--- config.mk ---
export PLATFORM = sky130hd
export DESIGN_NAME = noc_pe_net_interface
export DESIGN_NICKNAME = d
export VERILOG_FILES = /design/src/rtl/noc_pkg.sv /design/src/rtl/noc_sync_bit.sv /design/src/rtl/noc_pe_net_interface.sv
export SDC_FILE = /design/constraint.sdc
export NUM_CORES = 1
export LEC_CHECK = 0
export ABC_AREA = 1
export BUFFER_PORTS_ARGS = -buffer_cell sky130_fd_sc_hd__buf_2
export CAP_MARGIN = 20
export CORE_UTILIZATION = 50
export DETAILED_ROUTE_END_ITERATION = 12
export PLACE_DENSITY_LB_ADDON = 0.2
export SLEW_MARGIN = 40
export SYNTH_ARGS = -nofsm -noshare
export SYNTH_HDL_FRONTEND = slang
export SYNTH_SLANG_ARGS = --single-unit
--- constraint.sdc ---
create_clock -name clk -period 3.4 [get_ports clk]
set_clock_uncertainty 0.05 [all_clocks]
set_input_delay 0.51 -clock clk [delete_from_list [all_inputs] [get_ports clk]]
set_output_delay 0.51 -clock clk [all_outputs]
set_load 0.03 [all_outputs]
--- src/rtl/noc_pkg.sv ---
// Shared packet layout, FSM state types and packing helper for the mesh PE network interface.
package noc_pkg;

  localparam int unsigned WIDTH    = 35;
  localparam int unsigned DEST_MSB = 34;
  localparam int unsigned DEST_LSB = 31;
  localparam int unsigned SRC_MSB  = 30;
  localparam int unsigned SRC_LSB  = 27;
  localparam int unsigned TYPE_MSB = 26;
  localparam int unsigned TYPE_LSB = 24;
  localparam int unsigned PAY_MSB  = 23;
  localparam int unsigned PAY_LSB  = 0;

  typedef struct packed {
    logic [3:0]  dest;
    logic [3:0]  src;
    logic [2:0]  ptype;
    logic [23:0] payload;
  } packet_t;

  typedef enum logic [1:0] {
    TX_IDLE,
    TX_REQ,
    TX_WAIT_ACK_HI,
    TX_WAIT_ACK_LO
  } tx_state_t;

  typedef enum logic {
    RX_IDLE,
    RX_ACK_HI
  } rx_state_t;

  function automatic packet_t pack_pkt(input logic [3:0]  dest,
                                       input logic [3:0]  src,
                                       input logic [2:0]  ptype,
                                       input logic [23:0] payload);
    packet_t p;
    p.dest    = dest;
    p.src     = src;
    p.ptype   = ptype;
    p.payload = payload;
    return p;
  endfunction

endpackage

--- src/rtl/noc_sync_bit.sv ---
// Multi-flop synchronizer for a single asynchronous handshake bit, cleared by synchronous reset.
module noc_sync_bit #(
  parameter int unsigned SYNC_STAGES = 2
) (
  input  logic clk,
  input  logic reset,
  input  logic d,
  output logic q
);

  if (SYNC_STAGES < 2) begin : g_stages_chk
    $error("noc_sync_bit: SYNC_STAGES must be >= 2");
  end

  logic [SYNC_STAGES-1:0] sync_q, sync_d;

  always_comb sync_d = {sync_q[SYNC_STAGES-2:0], d};

  always_ff @(posedge clk) begin
    if (reset) sync_q <= '0;
    else       sync_q <= sync_d;
  end

  assign q = sync_q[SYNC_STAGES-1];

endmodule

--- src/rtl/noc_pe_net_interface.sv ---
// PE <-> mesh router endpoint: 4-phase bundled-data TX packer and RX unpacker with FWFT buffer.
module noc_pe_net_interface #(
  parameter int unsigned WIDTH       = 35,
  parameter int unsigned NODE_ID     = 0,
  parameter int unsigned FIFO_DEPTH  = 4,
  parameter int unsigned SYNC_STAGES = 2
) (
  input  logic             clk,
  input  logic             reset,
  input  logic             tx_valid,
  output logic             tx_ready,
  input  logic [3:0]       tx_dest,
  input  logic [2:0]       tx_type,
  input  logic [23:0]      tx_payload,
  output logic             net_out_req,
  output logic [WIDTH-1:0] net_out_data,
  input  logic             net_out_ack,
  input  logic             net_in_req,
  input  logic [WIDTH-1:0] net_in_data,
  output logic             net_in_ack,
  output logic             rx_valid,
  input  logic             rx_ready,
  output logic [3:0]       rx_src,
  output logic [2:0]       rx_type,
  output logic [23:0]      rx_payload,
  output logic [7:0]       misroute_cnt
);

  import noc_pkg::*;

  if (WIDTH != noc_pkg::WIDTH) begin : g_width_chk
    $error("noc_pe_net_interface: WIDTH must be 35");
  end
  if (NODE_ID > 15) begin : g_node_chk
    $error("noc_pe_net_interface: NODE_ID must be 0..15");
  end
  if (FIFO_DEPTH < 2 || FIFO_DEPTH > 16 || (FIFO_DEPTH & (FIFO_DEPTH - 1)) != 0) begin : g_depth_chk
    $error("noc_pe_net_interface: FIFO_DEPTH must be a power of 2 in 2..16");
  end

  localparam int unsigned    PTR_W   = $clog2(FIFO_DEPTH);
  localparam logic [3:0]     NODE    = 4'(NODE_ID);
  localparam logic [PTR_W:0] DEPTH_C = (PTR_W + 1)'(FIFO_DEPTH);

  logic ack_sync, req_sync;

  noc_sync_bit #(.SYNC_STAGES(SYNC_STAGES)) u_sync_ack (
    .clk   (clk),
    .reset (reset),
    .d     (net_out_ack),
    .q     (ack_sync)
  );

  noc_sync_bit #(.SYNC_STAGES(SYNC_STAGES)) u_sync_req (
    .clk   (clk),
    .reset (reset),
    .d     (net_in_req),
    .q     (req_sync)
  );

  tx_state_t tx_state_q, tx_state_d;
  logic      tx_ready_q, tx_ready_d;
  logic      out_req_q, out_req_d;
  packet_t   out_data_q, out_data_d;

  always_comb begin
    tx_state_d = tx_state_q;
    out_req_d  = out_req_q;
    out_data_d = out_data_q;
    unique case (tx_state_q)
      TX_IDLE: begin
        if (tx_valid && tx_ready_q) begin
          out_data_d = pack_pkt(tx_dest, NODE, tx_type, tx_payload);
          tx_state_d = TX_REQ;
        end
      end
      TX_REQ: begin
        out_req_d  = 1'b1;
        tx_state_d = TX_WAIT_ACK_HI;
      end
      TX_WAIT_ACK_HI: begin
        if (ack_sync) begin
          out_req_d  = 1'b0;
          tx_state_d = TX_WAIT_ACK_LO;
        end
      end
      TX_WAIT_ACK_LO: begin
        if (!ack_sync) tx_state_d = TX_IDLE;
      end
    endcase
    // Ready is withheld while a stale ack (e.g. after reset mid-handshake) is still visible.
    tx_ready_d = (tx_state_d == TX_IDLE) && !ack_sync;
  end

  rx_state_t        rx_state_q, rx_state_d;
  logic             in_ack_q, in_ack_d;
  logic [7:0]       mis_q, mis_d;
  logic [PTR_W-1:0] wr_ptr_q, wr_ptr_d, rd_ptr_q, rd_ptr_d;
  logic [PTR_W:0]   count_q, count_d;
  logic             push, pop;
  logic [SRC_MSB:0] fifo_mem [FIFO_DEPTH];
  logic [SRC_MSB:0] head;

  always_comb begin
    rx_state_d = rx_state_q;
    in_ack_d   = in_ack_q;
    mis_d      = mis_q;
    push       = 1'b0;
    pop        = (count_q != '0) && rx_ready;
    unique case (rx_state_q)
      RX_IDLE: begin
        // A pop in the same cycle frees the slot, so a full FIFO can still accept.
        if (req_sync && (count_q != DEPTH_C || pop)) begin
          in_ack_d   = 1'b1;
          rx_state_d = RX_ACK_HI;
          if (net_in_data[DEST_MSB:DEST_LSB] == NODE) push = 1'b1;
          else if (mis_q != 8'hFF)                     mis_d = mis_q + 8'd1;
        end
      end
      RX_ACK_HI: begin
        if (!req_sync) begin
          in_ack_d   = 1'b0;
          rx_state_d = RX_IDLE;
        end
      end
    endcase
    wr_ptr_d = push ? wr_ptr_q + 1'b1 : wr_ptr_q;
    rd_ptr_d = pop  ? rd_ptr_q + 1'b1 : rd_ptr_q;
    count_d  = count_q + (PTR_W + 1)'(push) - (PTR_W + 1)'(pop);
  end

  always_ff @(posedge clk) begin
    if (reset) begin
      tx_state_q <= TX_IDLE;
      tx_ready_q <= 1'b0;
      out_req_q  <= 1'b0;
      out_data_q <= '0;
      rx_state_q <= RX_IDLE;
      in_ack_q   <= 1'b0;
      mis_q      <= '0;
      wr_ptr_q   <= '0;
      rd_ptr_q   <= '0;
      count_q    <= '0;
    end else begin
      tx_state_q <= tx_state_d;
      tx_ready_q <= tx_ready_d;
      out_req_q  <= out_req_d;
      out_data_q <= out_data_d;
      rx_state_q <= rx_state_d;
      in_ack_q   <= in_ack_d;
      mis_q      <= mis_d;
      wr_ptr_q   <= wr_ptr_d;
      rd_ptr_q   <= rd_ptr_d;
      count_q    <= count_d;
    end
  end

  always_ff @(posedge clk) begin
    if (push) fifo_mem[wr_ptr_q] <= net_in_data[SRC_MSB:0];
  end

  assign head         = fifo_mem[rd_ptr_q];
  assign tx_ready     = tx_ready_q;
  assign net_out_req  = out_req_q;
  assign net_out_data = out_data_q;
  assign net_in_ack   = in_ack_q;
  assign misroute_cnt = mis_q;
  assign rx_valid     = (count_q != '0);
  assign rx_src       = rx_valid ? head[SRC_MSB:SRC_LSB]   : '0;
  assign rx_type      = rx_valid ? head[TYPE_MSB:TYPE_LSB] : '0;
  assign rx_payload   = rx_valid ? head[PAY_MSB:PAY_LSB]   : '0;

endmodule

# Word-level counts from Yosys, hierarchy flattened
# Memories as Yosys holds them, arrays and structs flattened. A register that Yosys moved wholly into a read port is not among the register bits.
# Index checks and enable logic that the tools add are counted.
# word_totals
output_inout_bits,78
ff_bits,56
ram_bits,124
memories,1
wordCells,67
input_bits,72
# mem_list
memory,depth,word_bits,rd,rd_clocked_by_memory_dff,wr,line_no,source
fifo_mem,4,31,1,1,1,noc_pe_net_interface.sv:101,logic [SRC_MSB:0] fifo_mem [FIFO_DEPTH];
# op_classes
n_bitwise,2
mux,22
add_sub_neg,5
n_reduce_logical,15
n_eq_ne,8
# op_table
op,count
$mux W24,1
$mux W1,10
$mux W2,5
$add A8 B1 Y8 const B,1
$ne A8 B8 Y1 const B,1
$pmux W2 S4,1
$pmux W1 S2,3
$reduce_and A2 Y1,3
$add A2 B1 Y2 const B,2
$eq A2 B2 Y1 const B,2
$logic_and A1 B1 Y1,4
$logic_not A2 Y1,2
$logic_not A4 Y1,1
$mux W4,1
$ne A2 B2 Y1 const B,2
$reduce_and A4 Y1,1
$add A3 B1 Y3,1
$mux W3,1
$ne A3 B3 Y1 const B,1
$reduce_bool A3 Y1,1
$sub A3 B1 Y3,1
$eq A2 B1 Y1 const B,1
$ne A2 B1 Y1 const B,1
$not A1 Y1,2
3 further kinds,3

# Longest topological paths before layout
# depth
ltp_word,8
ltp_mapped,14
mapped_depth_nobuf,13

# Hierarchy
# From an unflattened synthesis, not the netlist that was laid out.
# unflattened
cells_unflattened,677
area_unflattened_um2,7166.9
# modules_own_cells
mod,n_inst,cells_each,seq_area_each_um2,area_per_inst_um2
noc_pe_net_interface,1,665,4804.6,7056.8
noc_sync_bit,2,6,40.0,55.1

# Worst setup path before layout
# OpenSTA, ideal clock, no wires.
# synth_path
path_kind,in2reg
startpoint,input net_in_data[34]
endpoint,memory fifo_mem[0][0] (netlist name) (enable)
required_time_ps,2931
arrival_time_ps,2315
n_path_buf,0
setup_time_ps,419
path_stages,5
path_slack_ps,615
path_cell_list,nor2_1 > nand2_1 > nor2_8 > inv_6 > nor2_1
# synth_via
elab_chain_len,6
# synth_lines
item,line_no,source
"start, declared",noc_pe_net_interface.sv:19,"input logic [WIDTH-1:0] net_in_data,"
$logic_not A4 Y1,noc_pe_net_interface.sv:116,if (net_in_data[DEST_MSB:DEST_LSB] == NODE) push = 1'b1;
$mux W1,noc_pe_net_interface.sv:116,
$mux W1,noc_pe_net_interface.sv:113,if (req_sync && (count_q != DEPTH_C || pop)) begin
$mux W1,noc_pe_net_interface.sv:110,unique case (rx_state_q)
$mux W1,noc_pe_net_interface.sv:159,if (push) fifo_mem[wr_ptr_q] <= net_in_data[SRC_MSB:0];
$mux W1 (not written as such),noc_pe_net_interface.sv:159,
"end, declared",noc_pe_net_interface.sv:101,
# No other way between the ends.

==> flow_metrics.env <==
export IMPL_drive_gt1_frac=0.2455
export IMPL_end_kind="primary output"
export IMPL_netlist_area_um2=7188
export IMPL_dp_hpwl_um=9271
export IMPL_cts_buffers=17
export IMPL_synth_main_ff_cell="edfxtp_1"
export IMPL_synth_most_common_cell="nor2_1"
export IMPL_finalCriticalPeriod_ps=3145
export IMPL_timing_hold_ws_ps=238.6
export IMPL_hold_viol=0
export IMPL_slew_headroom=0.5011
export IMPL_cts_root_buf="clkbuf_16"
export IMPL_dieArea_um2=14860
export IMPL_ys_seq_area_frac=0.6795
export IMPL_peakVddDrop_mv=0.3916
export IMPL_areaGrowthSynthToFinish_pct=19.97
export IMPL_synth_area_leaders="edfxtp_1 (52%), dfxtp_1 (16%), nor2_1 (11%)"
export IMPL_coreArea_um2=13930
export IMPL_synth_edf_count=124
export IMPL_startpoint_type="flip-flop"
export IMPL_gr_total_overflow=0
export IMPL_via_per_inst=5.059
export IMPL_tightestPinTransition_ps=747.5
export IMPL_hold_buffers=0
export IMPL_slew_violations=0
export IMPL_timing_fmax_mhz=318.0
export IMPL_status="completed"
export IMPL_wl_per_cell_um=14.57
export IMPL_avgSynthCellArea_um2=10.60
export IMPL_die_w_um=121.9
export IMPL_grt_pass1_wl_um=23000
export IMPL_reg2reg_from="count_q[1]"
export IMPL_fillers=1137
export IMPL_yosysUniqueCellTypes=34
export IMPL_cts_setup_buffers=0
export IMPL_drtIter0Drc=352
export IMPL_ant_nets=0
export IMPL_async_reset_ff_frac=0
export IMPL_nets=894
export IMPL_clkLatencyLatePin_ps=420
export IMPL_grt_pass1_vias=4816
export IMPL_synth_commonest_cells="nor2_1 (209), edfxtp_1 (124), o21ai_0 (96), dfxtp_1 (58), a21oi_1 (42)"
export IMPL_multiInputGateArea_um2=2003
export IMPL_tns_ps=0
export IMPL_rsz0062_at_grt="no"
export IMPL_gp_congestion=0.8419
export IMPL_die_y_um=121.9
export IMPL_fin_util=0.6188
export IMPL_finalPower_mw=6.028
export IMPL_route_vias_total=5099
export IMPL_drt_pass1_iterations=6
export IMPL_grt_max_degree=63
export IMPL_ctsResizeCount=0
export IMPL_ys_ff_latch=182
export IMPL_cap_viol_max_count=0
export IMPL_finalCritPeriodShare=0.9250
export IMPL_hp_class="input port to flip-flop"
export IMPL_io_pins=150
export IMPL_io_buffers=145
export IMPL_drt_total_wl_um=14690
export IMPL_start_util=0.5158
export IMPL_power_density_nw_per_um2=699.0
export IMPL_cts_sinks=182
export IMPL_cp_max_fo=62
export IMPL_grt_antenna_before_repair=1
export IMPL_final_instance_count_excl_fill=1008
export IMPL_required_ps=2840
export IMPL_cts_tree="done"
export IMPL_synth_top_area_cell="edfxtp_1"
export IMPL_synth_top_cell_area_share=0.5180
export IMPL_clkTransAtPathRegs_ps=60
export IMPL_path_class="flip-flop to primary output"
export IMPL_setup_viol=0
export IMPL_seqCellArea_um2=4886
export IMPL_yosysWarnings=0
export IMPL_dp_cells=975
export IMPL_rows=43
export IMPL_clockBufferDepth=2
export IMPL_post_route_drc_count=0
export IMPL_hp_start="net_in_req"
export IMPL_leakagePower_nw=3.447
export IMPL_critPathArrivalTime_ps=2580
export IMPL_h_tree_depth=4
export IMPL_grt_total_usage=0.2071
export IMPL_synthCells=678
==> layout make-up <==
| class | count | share of cell area |
|---|---|---|
| antenna | 1 | 0.0002902 |
| clock buffer | 19 | 0.05020 |
| clock inverter | 13 | 0.01538 |
| inverter | 33 | 0.01509 |
| multi-input combinational | 427 | 0.2323 |
| sequential | 182 | 0.5666 |
| tap | 180 | 0.02612 |
| timing repair buffer | 153 | 0.09402 |
==> cell usage in the layout, fill, tap and decap left out, types with 2 or more instances in the layout <==
| master | netlist | routed |
|---|---|---|
| a21oi_1 | 42 | 42 |
| buf_12 | 0 | 2 |
| buf_2 | 11 | 145 |
| buf_4 | 10 | 6 |
| bufinv_16 | 0 | 2 |
| clkbuf_1 | 11 | 2 |
| clkbuf_16 | 0 | 17 |
| clkinv_2 | 0 | 2 |
| clkinv_4 | 0 | 2 |
| clkinvlp_2 | 0 | 3 |
| clkinvlp_4 | 0 | 3 |
| conb_1 | 1 | 4 |
| dfxtp_1 | 58 | 57 |
| edfxtp_1 | 124 | 124 |
| ha_1 | 7 | 7 |
| inv_1 | 30 | 28 |
| inv_2 | 2 | 3 |
| inv_6 | 1 | 2 |
| nand2_1 | 35 | 35 |
| nand2_2 | 2 | 2 |
| nand3_1 | 3 | 3 |
| nand3b_1 | 2 | 2 |
| nor2_1 | 209 | 205 |
| nor2_2 | 3 | 3 |
| nor2_4 | 1 | 5 |
| o21ai_0 | 96 | 96 |
| o21ai_1 | 8 | 8 |
| xor2_1 | 4 | 4 |
==> through the flow <==
step | worst slack (ps) | cell area, um^2
floorplan | 615.3 | 7199
global placement | 970.3 | 8054
detailed placement | 892.4 | 8054
CTS | 442.8 | 8620
global route | 11.02 | 8621
finish | 255.1 | 8623
==> worst paths after layout <==
path,end,cells past startpoint,slack [ps]
hold / removal,u_sync_req.sync_q[0],3,240
setup reg to reg,count_q[2],13,1140
hold reg to reg,u_sync_req.sync_q[1],2,360
setup / recovery,rx_payload[15],4,260
==> registers in the layout, indices dropped and copies added (netlist names), named ones only <==
| signal | cells |
|---|---|
| net_in_ack | 1 |
| rd_ptr_q | 2 |
| wr_ptr_q | 2 |
| net_out_req | 1 |
| tx_state_q | 2 |
| rx_state_q | 1 |
| misroute_cnt | 8 |
| u_sync_req.sync_q | 2 |
| fifo_mem | 124 |
| net_out_data | 31 |
| tx_ready | 1 |
| u_sync_ack.sync_q | 2 |
| count_q | 3 |
==> report_power, final <==
part / internal, mW / total (mW) / switching, mW
clock network: 1.08 / 1.86 / 0.783
logic: 0.445 / 1.66 / 1.22
registers: 2.43 / 2.51 / 0.0749
==> metal layers <==
| layer | track usage | routed length (um) |
|---|---|---|
| met5 | 0 | 0 |
| met3 | 0.06414 | 918 |
| met2 | 0.3644 | 7569 |
| met4 | 0.06790 | 141 |
| met1 | 0.2386 | 6058 |
==> kinds of logic (layout without fill, tap and decap cells) <==
logic type               count (synthesis)  count (layout)  share of synthesized area
flip-flops                             182             182                     0.6795
adder cells (fa/ha/maj)                  8               8                    0.01497
other                                    1               5                  0.0005217
buffers and inverters                   72             218                    0.04752
XOR/XNOR                                 5               5                   0.006092
AND/OR/NAND/NOR                        262             262                     0.1474
AO/OA/AOI/OAI                          148             148                     0.1039
==> worst max-delay path, stage by stage, from the launching register on <==
cell	delay, ps
dfxtp_2	650
clkinv_2	730
o21ai_0	460
a21oi_1	100
buf_2	190
Power figures use the tool's default switching activity.
